--- src/rtl/rs_queue_pkg.sv ---
// Shared definitions for the multi-entry reservation station: widths, packet
// and entry layouts, and ROB-age helpers.
package rs_queue_pkg;

  localparam int ISSUE_WIDTH = 2;
  localparam int ROB_WIDTH   = 4;
  localparam int PRF_WIDTH   = 6;
  localparam int ROB_TAG_W   = ROB_WIDTH + 1;
  localparam int FU_ID_W     = (ISSUE_WIDTH > 1) ? $clog2(ISSUE_WIDTH) : 1;
  localparam int OPCODE_W    = 4;

  typedef struct packed {
    logic                 packet_valid;
    logic [OPCODE_W-1:0]  opcode;
    logic [ROB_TAG_W-1:0] rob_entry;
    logic [PRF_WIDTH-1:0] dest_prn;
    logic [PRF_WIDTH-1:0] op1_prn;
    logic [PRF_WIDTH-1:0] op2_prn;
    logic                 use_op1_prn;
    logic                 use_op2_prn;
    logic                 op1_ready;
    logic                 op2_ready;
    logic [FU_ID_W-1:0]   fu_id;
  } dispatch_rs_packet_t;

  typedef struct packed {
    logic                 packet_valid;
    logic [OPCODE_W-1:0]  opcode;
    logic [ROB_TAG_W-1:0] rob_entry;
    logic [PRF_WIDTH-1:0] dest_prn;
    logic [PRF_WIDTH-1:0] op1_prn;
    logic [PRF_WIDTH-1:0] op2_prn;
    logic [FU_ID_W-1:0]   fu_id;
  } issue_packet_t;

  typedef struct packed {
    logic                 valid;
    logic                 op1_ready;
    logic                 op2_ready;
    logic                 use_op1_prn;
    logic                 use_op2_prn;
    logic [OPCODE_W-1:0]  opcode;
    logic [ROB_TAG_W-1:0] rob_entry;
    logic [PRF_WIDTH-1:0] dest_prn;
    logic [PRF_WIDTH-1:0] op1_prn;
    logic [PRF_WIDTH-1:0] op2_prn;
    logic [FU_ID_W-1:0]   fu_id;
  } rs_entry_t;

  // Distance from the ROB head, wrap bit included; smaller means older.
  function automatic logic [ROB_TAG_W-1:0] rob_age(input logic [ROB_TAG_W-1:0] tag,
                                                   input logic [ROB_TAG_W-1:0] head);
    return tag - head;
  endfunction

  function automatic logic rob_younger(input logic [ROB_TAG_W-1:0] a,
                                       input logic [ROB_TAG_W-1:0] b,
                                       input logic [ROB_TAG_W-1:0] head);
    return rob_age(a, head) > rob_age(b, head);
  endfunction

  function automatic rs_entry_t make_entry(input dispatch_rs_packet_t pkt,
                                           input logic hit1, input logic hit2);
    rs_entry_t e;
    e.valid       = 1'b1;
    e.op1_ready   = pkt.op1_ready | (pkt.use_op1_prn & hit1);
    e.op2_ready   = pkt.op2_ready | (pkt.use_op2_prn & hit2);
    e.use_op1_prn = pkt.use_op1_prn;
    e.use_op2_prn = pkt.use_op2_prn;
    e.opcode      = pkt.opcode;
    e.rob_entry   = pkt.rob_entry;
    e.dest_prn    = pkt.dest_prn;
    e.op1_prn     = pkt.op1_prn;
    e.op2_prn     = pkt.op2_prn;
    e.fu_id       = pkt.fu_id;
    return e;
  endfunction

endpackage

--- src/rtl/rs_queue_age_select.sv ---
// Oldest-request picker: a binary tree of age compares over a request vector,
// producing a one-hot grant and a valid flag.
module rs_age_select
  import rs_queue_pkg::*;
#(
  parameter int DEPTH = 8,
  parameter int AGE_W = ROB_TAG_W
) (
  input  logic [DEPTH-1:0]            req,
  input  logic [DEPTH-1:0][AGE_W-1:0] age,
  output logic [DEPTH-1:0]            grant,
  output logic                        valid
);

  localparam int LEAVES = 1 << $clog2(DEPTH);
  localparam int NODES  = 2 * LEAVES - 1;
  localparam int IDX_W  = (LEAVES > 1) ? $clog2(LEAVES) : 1;

  logic             node_v   [NODES];
  logic [AGE_W-1:0] node_age [NODES];
  logic [IDX_W-1:0] node_idx [NODES];

  // Leaves sit at LEAVES-1..NODES-1; node n has children 2n+1 and 2n+2.
  always_comb begin
    for (int n = 0; n < NODES; n++) begin
      node_v[n]   = 1'b0;
      node_age[n] = '0;
      node_idx[n] = '0;
    end
    for (int i = 0; i < DEPTH; i++) begin
      node_v[LEAVES-1+i]   = req[i];
      node_age[LEAVES-1+i] = age[i];
      node_idx[LEAVES-1+i] = IDX_W'(i);
    end
    for (int n = LEAVES - 2; n >= 0; n--) begin
      if (node_v[2*n+2] && (!node_v[2*n+1] || (node_age[2*n+2] < node_age[2*n+1]))) begin
        node_v[n]   = 1'b1;
        node_age[n] = node_age[2*n+2];
        node_idx[n] = node_idx[2*n+2];
      end else begin
        node_v[n]   = node_v[2*n+1];
        node_age[n] = node_age[2*n+1];
        node_idx[n] = node_idx[2*n+1];
      end
    end
  end

  always_comb begin
    grant = '0;
    if (node_v[0]) grant[node_idx[0]] = 1'b1;
  end

  assign valid = node_v[0];

endmodule

--- src/rtl/rs_queue.sv ---
// Multi-entry reservation station: dispatches up to DISP_WIDTH uops per cycle,
// wakes sources on writeback tags, issues the oldest ready uop per FU.
module rs_queue
  import rs_queue_pkg::*;
#(
  parameter int DEPTH      = 8,
  parameter int DISP_WIDTH = 2,
  parameter int WB_PORTS   = ISSUE_WIDTH,
  parameter int NUM_FU     = ISSUE_WIDTH
) (
  input  logic                                 clk,
  input  logic                                 rst,
  input  logic                                 pipe_flush,
  input  logic                                 squash_valid,
  input  logic [ROB_TAG_W-1:0]                 squash_rob,
  input  logic [ROB_TAG_W-1:0]                 rob_head,
  input  dispatch_rs_packet_t [DISP_WIDTH-1:0] dispatch_pkt,
  output logic                                 dispatch_ready,
  output logic [$clog2(DEPTH+1)-1:0]           free_count,
  input  logic [WB_PORTS-1:0]                  writeback_valid,
  input  logic [WB_PORTS-1:0][PRF_WIDTH-1:0]   writeback_prn,
  input  logic [NUM_FU-1:0]                    fu_ready,
  output logic [NUM_FU-1:0]                    issue_valid,
  output issue_packet_t [NUM_FU-1:0]           issue_pkt
);

  localparam int FC_W  = $clog2(DEPTH + 1);
  localparam int IDX_W = (DEPTH > 1) ? $clog2(DEPTH) : 1;

  rs_entry_t ent_q   [DEPTH];
  rs_entry_t ent_nxt [DEPTH];

  logic [DEPTH-1:0]                valid_vec;
  logic [DEPTH-1:0]                ent_rdy;
  logic [DEPTH-1:0]                wake1;
  logic [DEPTH-1:0]                wake2;
  logic [DEPTH-1:0]                kill_vec;
  logic [DEPTH-1:0][ROB_TAG_W-1:0] age_vec;
  logic [DEPTH-1:0]                req   [NUM_FU];
  logic [DEPTH-1:0]                grant [NUM_FU];
  logic [NUM_FU-1:0]               cand;
  rs_entry_t                       pick_ent [NUM_FU];
  logic [DISP_WIDTH-1:0]           disp_hit1;
  logic [DISP_WIDTH-1:0]           disp_hit2;
  logic [DISP_WIDTH-1:0]           alloc_hit;
  logic [IDX_W-1:0]                alloc_idx [DISP_WIDTH];
  logic [DEPTH-1:0]                avail;
  logic [FC_W-1:0]                 free_cnt;

  // Per-entry status, ages and writeback tag matches.
  always_comb begin
    for (int i = 0; i < DEPTH; i++) begin
      valid_vec[i] = ent_q[i].valid;
      ent_rdy[i]   = ent_q[i].valid
                   & (ent_q[i].op1_ready | ~ent_q[i].use_op1_prn)
                   & (ent_q[i].op2_ready | ~ent_q[i].use_op2_prn);
      age_vec[i]   = rob_age(ent_q[i].rob_entry, rob_head);
      kill_vec[i]  = ent_q[i].valid & rob_younger(ent_q[i].rob_entry, squash_rob, rob_head);
      wake1[i]     = 1'b0;
      wake2[i]     = 1'b0;
      for (int w = 0; w < WB_PORTS; w++) begin
        if (writeback_valid[w] && ent_q[i].use_op1_prn && (writeback_prn[w] == ent_q[i].op1_prn))
          wake1[i] = 1'b1;
        if (writeback_valid[w] && ent_q[i].use_op2_prn && (writeback_prn[w] == ent_q[i].op2_prn))
          wake2[i] = 1'b1;
      end
    end
    for (int s = 0; s < DISP_WIDTH; s++) begin
      disp_hit1[s] = 1'b0;
      disp_hit2[s] = 1'b0;
      for (int w = 0; w < WB_PORTS; w++) begin
        if (writeback_valid[w] && (writeback_prn[w] == dispatch_pkt[s].op1_prn)) disp_hit1[s] = 1'b1;
        if (writeback_valid[w] && (writeback_prn[w] == dispatch_pkt[s].op2_prn)) disp_hit2[s] = 1'b1;
      end
    end
  end

  // Free count comes from registered valid bits, so a same-cycle issue never
  // raises dispatch_ready.
  always_comb begin
    free_cnt = '0;
    for (int i = 0; i < DEPTH; i++)
      if (!ent_q[i].valid) free_cnt = free_cnt + FC_W'(1);
  end

  assign free_count     = free_cnt;
  assign dispatch_ready = (free_cnt >= FC_W'(DISP_WIDTH));

  // Each valid slot takes the lowest-index free entry not claimed by an earlier slot.
  always_comb begin
    avail = ~valid_vec;
    for (int s = 0; s < DISP_WIDTH; s++) begin
      alloc_hit[s] = 1'b0;
      alloc_idx[s] = '0;
      for (int i = DEPTH - 1; i >= 0; i--) begin
        if (avail[i]) begin
          alloc_hit[s] = 1'b1;
          alloc_idx[s] = IDX_W'(i);
        end
      end
      if (alloc_hit[s] && dispatch_pkt[s].packet_valid) avail[alloc_idx[s]] = 1'b0;
    end
  end

  always_comb begin
    for (int f = 0; f < NUM_FU; f++)
      for (int i = 0; i < DEPTH; i++)
        req[f][i] = ent_rdy[i] && (ent_q[i].fu_id == FU_ID_W'(f));
  end

  for (genvar f = 0; f < NUM_FU; f++) begin : g_sel
    rs_age_select #(
      .DEPTH (DEPTH),
      .AGE_W (ROB_TAG_W)
    ) u_sel (
      .req   (req[f]),
      .age   (age_vec),
      .grant (grant[f]),
      .valid (cand[f])
    );
  end

  // Issue handshake: issue_valid[f] is already qualified by fu_ready[f]; when
  // high at a clock edge the uop is transferred and its entry freed on that edge.
  always_comb begin
    for (int f = 0; f < NUM_FU; f++) begin
      pick_ent[f] = '0;
      for (int i = 0; i < DEPTH; i++)
        if (grant[f][i]) pick_ent[f] = ent_q[i];
      issue_valid[f] = cand[f] & fu_ready[f] & ~pipe_flush
                     & ~(squash_valid & rob_younger(pick_ent[f].rob_entry, squash_rob, rob_head));
      issue_pkt[f]              = '0;
      issue_pkt[f].packet_valid = issue_valid[f];
      issue_pkt[f].opcode       = pick_ent[f].opcode;
      issue_pkt[f].rob_entry    = pick_ent[f].rob_entry;
      issue_pkt[f].dest_prn     = pick_ent[f].dest_prn;
      issue_pkt[f].op1_prn      = pick_ent[f].op1_prn;
      issue_pkt[f].op2_prn      = pick_ent[f].op2_prn;
      issue_pkt[f].fu_id        = pick_ent[f].fu_id;
    end
  end

  always_comb begin
    ent_nxt = ent_q;
    for (int i = 0; i < DEPTH; i++) begin
      if (ent_q[i].valid && wake1[i]) ent_nxt[i].op1_ready = 1'b1;
      if (ent_q[i].valid && wake2[i]) ent_nxt[i].op2_ready = 1'b1;
    end
    for (int f = 0; f < NUM_FU; f++)
      for (int i = 0; i < DEPTH; i++)
        if (issue_valid[f] && grant[f][i]) ent_nxt[i] = '0;
    if (pipe_flush) begin
      for (int i = 0; i < DEPTH; i++) ent_nxt[i] = '0;
    end else if (squash_valid) begin
      for (int i = 0; i < DEPTH; i++)
        if (kill_vec[i]) ent_nxt[i] = '0;
    end else if (dispatch_ready) begin
      for (int s = 0; s < DISP_WIDTH; s++)
        if (dispatch_pkt[s].packet_valid && alloc_hit[s])
          ent_nxt[alloc_idx[s]] = make_entry(dispatch_pkt[s], disp_hit1[s], disp_hit2[s]);
    end
  end

  always_ff @(posedge clk or posedge rst) begin
    if (rst) begin
      for (int i = 0; i < DEPTH; i++) ent_q[i] <= '0;
    end else begin
      ent_q <= ent_nxt;
    end
  end

endmodule

--- config.mk ---
export PLATFORM = sky130hd
export DESIGN_NAME = rs_queue
export DESIGN_NICKNAME = d
export VERILOG_FILES = /design/src/rtl/rs_queue_pkg.sv /design/src/rtl/rs_queue_age_select.sv /design/src/rtl/rs_queue.sv
export SDC_FILE = /design/constraint.sdc
export NUM_CORES = 2
export LEC_CHECK = 0
export ABC_CLOCK_PERIOD_IN_PS = 14800
export CAP_MARGIN = 20
export CORE_MARGIN = 2
export CORE_UTILIZATION = 60
export CTS_CLUSTER_DIAMETER = 50
export DETAILED_ROUTE_END_ITERATION = 8
export GPL_TIMING_DRIVEN = 0
export PLACE_DENSITY = 0.81
export SYNTH_ARGS = -nofsm -noshare
export SYNTH_HDL_FRONTEND = slang
export SYNTH_HIERARCHICAL = 1
export SYNTH_SLANG_ARGS = --single-unit
--- constraint.sdc ---
create_clock -name clk -period 14.8 [get_ports clk]
set_input_delay 2.22 -clock clk [delete_from_list [all_inputs] [get_ports clk]]
set_output_delay 2.22 -clock clk [all_outputs]
set_load 0.1 [all_outputs]
; Word-level counts from Yosys, hierarchy flattened
; Index checks and enable logic that the tools add are counted.
[op_classes]
reduce_logical = 169
magnitude_cmp = 31
bitwise_logic = 88
n_mux = 199
addsub = 18
n_eq_ne = 40
[op_table]
columns = cell, n
row1 = two-way mux 264 bit, 8
row2 = two-way mux 33 bit, 26
row3 = bitwise mux 264 bit, 2
row4 = two-way mux 28 bit, 16
row5 = == test 6 bit, 40
row6 = demux 33 bit (select 3 bit), 2
row7 = logical AND 1 bit, 141
row8 = two-way mux 1 bit, 98
row9 = two-way mux 5 bit, 12
row10 = subtractor 5 bit, 11
row11 = two-way mux 3 bit, 18
row12 = greater-than comparator 5 bit, 10
row13 = < comparator 5 bit, 10
row14 = AND 1 bit, 36
row15 = "adder 4 x 1 -> 4 bit, second input constant", 7
row16 = two-way mux 4 bit, 7
row17 = inverter 1 bit, 27
row18 = two-way mux 8 bit, 3
row19 = OR 1 bit, 20
row20 = inverter 8 bit, 2
row21 = logical NOT 1 bit, 14
row22 = logical OR 1 bit, 14
row23 = "< comparator 3 x 4 -> 1 bit, second input constant", 3
row24 = demux 1 bit (select 3 bit), 3
row25 = other kinds (7), 15
[word_totals]
reg_bits = 264
elab_cells = 633
input_bits = 96

; Longest topological paths before layout
[depth]
word_depth = 48
ltp_mapped = 59
depth_no_buf = 55

; By module
; The synthesis kept the hierarchy.
[by_module_without_submodules]
columns = module, n_inst, area_each_um2, cells_each
row1 = rs_queue, 1, 26361.5, 3447
row2 = rs_age_select, 2, 1376.3, 200

; Worst setup path before layout
; No wires, ideal clock.
[synth_timing]
kind = input-to-output
from = in rob_head[1]
to = out issue_valid[1]
arrival_time_ps = 14935
setup_slack_ps = -2355
required_ps = 12580
path_stages = 50
path_cell_list = inv_1 > fa_1 > a21o_1 > a21oi_1 > xnor2_1 > inv_1 > ha_1 > a2111oi_0 > a22o_1 > clkbuf_1 > nor2_1 > a21oi_1 > ha_1 > a211o_1 > a21oi_1 > nand2_1 > nand2_1 > a31o_2 > (+14 left out) > a211o_1 > a21oi_1 > a21oi_1 > o21ai_0 > mux2i_1 > o21ai_0 > ha_1 > a21o_1 > a21oi_1 > xnor2_1 > xnor2_1 > ha_1 > nand3_1 > o21ai_0 > a21oi_1 > nor3_1 > clkbuf_1 > buf_4
[synth_rtl]
columns = element, line
row1 = from (decl), rs_queue.sv:16  ; input logic [ROB_TAG_W-1:0] rob_head,
row2 = to (decl), rs_queue.sv:23  ; output logic [NUM_FU-1:0] issue_valid,

==> results.sh <==
export IMPL_status="finished, violations left"
export IMPL_violations="design-rule violations"
export IMPL_dp_cells=4580
export IMPL_netlist_instances=3847
export IMPL_yosys_warnings=6
export IMPL_syn_area_um2=29110
export IMPL_worstHoldPathCells=1
export IMPL_h_tree_depth=2
export IMPL_critPathRequiredTime_ns=12.58
export IMPL_cts_root_buf="clkbuf_16"
export IMPL_reg2reg_from="ent_q[164]$_DFF_PP0_"
export IMPL_cts_sinks=264
export IMPL_syn_num_nets=4111
export IMPL_r2r_slack_ns=2.21
export IMPL_synth_compound_area_frac=0.3045
export IMPL_crit_path_end_kind="primary output"
export IMPL_worstMarginPinSlew_ns=1.296
export IMPL_synth_top_family_by_area="compound AO/OA/AOI/OAI gates"
export IMPL_num_io_pins=161
export IMPL_synth_edf_count=0
export IMPL_design_area_um2=33740
export IMPL_crit_slowest_cell="clkdlybuf4s15_2"
export IMPL_grt_max_degree=113
export IMPL_top_regs="ent_q x264"
export IMPL_crit_type="in -> out"
export IMPL_power_density_nw_per_um2=225.1
export IMPL_skew_ns=0.01552
export IMPL_grt_overflow=0
export IMPL_fin_cells=4699
export IMPL_die_w_um=224.3
export IMPL_io_buffers=114
export IMPL_placement_cell_area_um2=31180
export IMPL_design_die_area_um2=50300
export IMPL_synthSimpleGateAreaFrac=0.1825
export IMPL_drive_gt1_frac=0.1035
export IMPL_yosysUniqueCellTypes=90
export IMPL_slew_headroom=0.1361
export IMPL_syn_avg_cell_area_um2=7.568
export IMPL_drc_errors=8
export IMPL_vdd_drop_max_mv=0.4771
export IMPL_core_region_area_um2=47850
export IMPL_cts_buffer_depth=3
export IMPL_finalSetupViolCount=0
export IMPL_fmax_mhz=68.43
export IMPL_hp_start="ent_q[118]$_DFF_PP0_"
export IMPL_crit_arrival_ns=12.39
export IMPL_leakage_nw=13.19
export IMPL_hold_path_class="reg -> reg"
export IMPL_finalCritPeriodShare=0.9874
export IMPL_startpoint_type="input port"
export IMPL_setup_ws_ns=0.1858
export IMPL_largest_register_ffs=264
export IMPL_async_reset_ff_frac=1.000
export IMPL_cts_hold_buffers=0
export IMPL_yosysSeqAreaShare=0.2269
export IMPL_top_register="ent_q"
export IMPL_drt_first_pass_iters=9
export IMPL_cp_common_cell="ha_1"
export IMPL_dp_slack_ns=-4.051
export IMPL_wirelength_mm=135.0
export IMPL_floorplan_initialDensity=0.6085
export IMPL_viasPerCell=7.277
export IMPL_r2r_cells=53
export IMPL_slowest_delay_ns=0.56
export IMPL_cap_violations=0
export IMPL_cts_tree="built"
export IMPL_layout_common_cells="nand2_1, o21ai_0, clkbuf_1"
export IMPL_cp_max_fo=10
export IMPL_timing_rr_end="ent_q[258]$_DFF_PP0_"
export IMPL_grt_pass1_vias=30720
export IMPL_synth_flop_cell="dfrtp_1"
export IMPL_path_clk_slew_ns=0.06
export IMPL_ys_ff_latch=264
export IMPL_num_rows=80
export IMPL_detailroute_via_count=34200
export IMPL_wire_per_inst_um=28.73
export IMPL_hold_viol_final=0
export IMPL_cts_buffers=37
export IMPL_antenna_found_initial=6
export IMPL_clkLatencyLatePin_ns=0.59
export IMPL_hold_path_end="ent_q[118]$_DFF_PP0_"
export IMPL_synth_xor_area_frac=0.09261
export IMPL_syn_to_final_growth_pct=15.90
export IMPL_min_period_ns=14.61
export IMPL_ant_nets=0
export IMPL_synthAdderAreaFrac=0.07572
export IMPL_rsz0062_at_grt="true"
export IMPL_gp_congestion=1.075
export IMPL_die_h_um=224.3
export IMPL_final_common_cell="nand2_1"
export IMPL_finalNetCount=4313
export IMPL_dp_hpwl_mm=100.1
export IMPL_grt_pass1_wl_mm=193.0
export IMPL_finalMaxSlewViolations=0
export IMPL_drtIter0Drc=6369
export IMPL_muxShareOfSynthArea=0.03756
export IMPL_nFillCells=3958
export IMPL_grt_usage=0.5124
[power breakdown]
part / total [mW] / internal, mW / switching, mW
Clock: 0.984 / 0.590 / 0.394
Sequential: 0.892 / 0.811 / 0.0813
Combinational: 5.72 / 1.64 / 4.08
[synth_stat cells, drive strengths merged, types with 131 or more instances]
| master | number | area share |
|---|---|---|
| nor2 | 160 | 0.021 |
| a22o | 131 | 0.039 |
| a21oi | 136 | 0.023 |
| dfrtp | 264 | 0.23 |
| ha | 157 | 0.067 |
| clkbuf | 300 | 0.039 |
| nand3 | 211 | 0.036 |
| inv | 154 | 0.020 |
| o21ai | 309 | 0.054 |
| buf | 133 | 0.021 |
| nand2 | 578 | 0.075 |
| xnor2 | 190 | 0.058 |
[repair_timing]
action	in CTS	in global routing
resized for setup	125	145
endpoints found under the setup margin	324	13
setup buffers	19	25
pin swaps	10	43
[cells by family after synthesis]
kind of cell | Yosys count
compound gates | 1234
simple gates | 1182
buf+inv | 589
xor+xnor | 299
flops | 264
fa+ha+maj | 170
mux | 109
[stage by stage]
| stage | utilization | setup TNS, ns | power [mW] | hold slack, ns |
|---|---|---|---|---|
| final | 0.7052 | 0 | 7.594 | 0.5057 |
| after global routing | 0.7050 | -0.1196 | 7.779 | 0.5281 |
| after CTS | 0.6885 | 0 | 7.164 | 0.4977 |
| after detailed placement | 0.6517 | -510.38 | 6.118 | 0.4809 |
| after global placement | 0.6493 | -499.50 | 6.076 | 0.4712 |
| after floorplan | - | 0 | 4.431 | 0.4561 |
[cell type report]
type,count,area [um^2],share of cell area
clock buffers,50,1055,0.03126
diodes,8,20.02,0.0005933
repair buffers,166,1675,0.04965
well taps,615,769.5,0.02280
multi-input cells,2994,20930,0.6201
inverters,156,603.1,0.01787
clock inverters,16,231.5,0.006860
plain buffers,430,1857,0.05503
flip-flops and latches,264,6606,0.1958
[per-layer routing]
layer / vias up / global-route usage / wire length, um
li1: 14350 / - / -
met1: 15760 / 0.6554 / 47960
met2: 3287 / 0.7238 / 53160
met3: 795 / 0.2000 / 22840
met4: 4 / 0.3172 / 11010
met5: - / 0 / 27
[worst max-delay path by stage]
stage | startpoint | to | slack, ns
2_1_floorplan | rob_head[1] | issue_valid[1] | 0.12
3_3_place_gp | rob_head[1] | issue_valid[1] | -4.02
3_5_place_dp | rob_head[0] | issue_valid[1] | -4.05
4_1_cts | rob_head[2] | issue_valid[0] | 0.0006
5_1_grt | rob_head[2] | issue_valid[1] | -0.09
6_report | rob_head[4] | issue_valid[1] | 0.19
[worst max-delay path, delay by kind of cell]
family / cells / cell delay [ns]
buffers and inverters: 9 / 2.77
adders and majority gates: 5 / 1.51
xor gates and xnor gates: 4 / 0.86
AOI/OAI and AO/OA: 19 / 3.23
and+or+nand+nor: 8 / 1.51
muxes: 1 / 0.24
(Power assumes the default switching activity.)
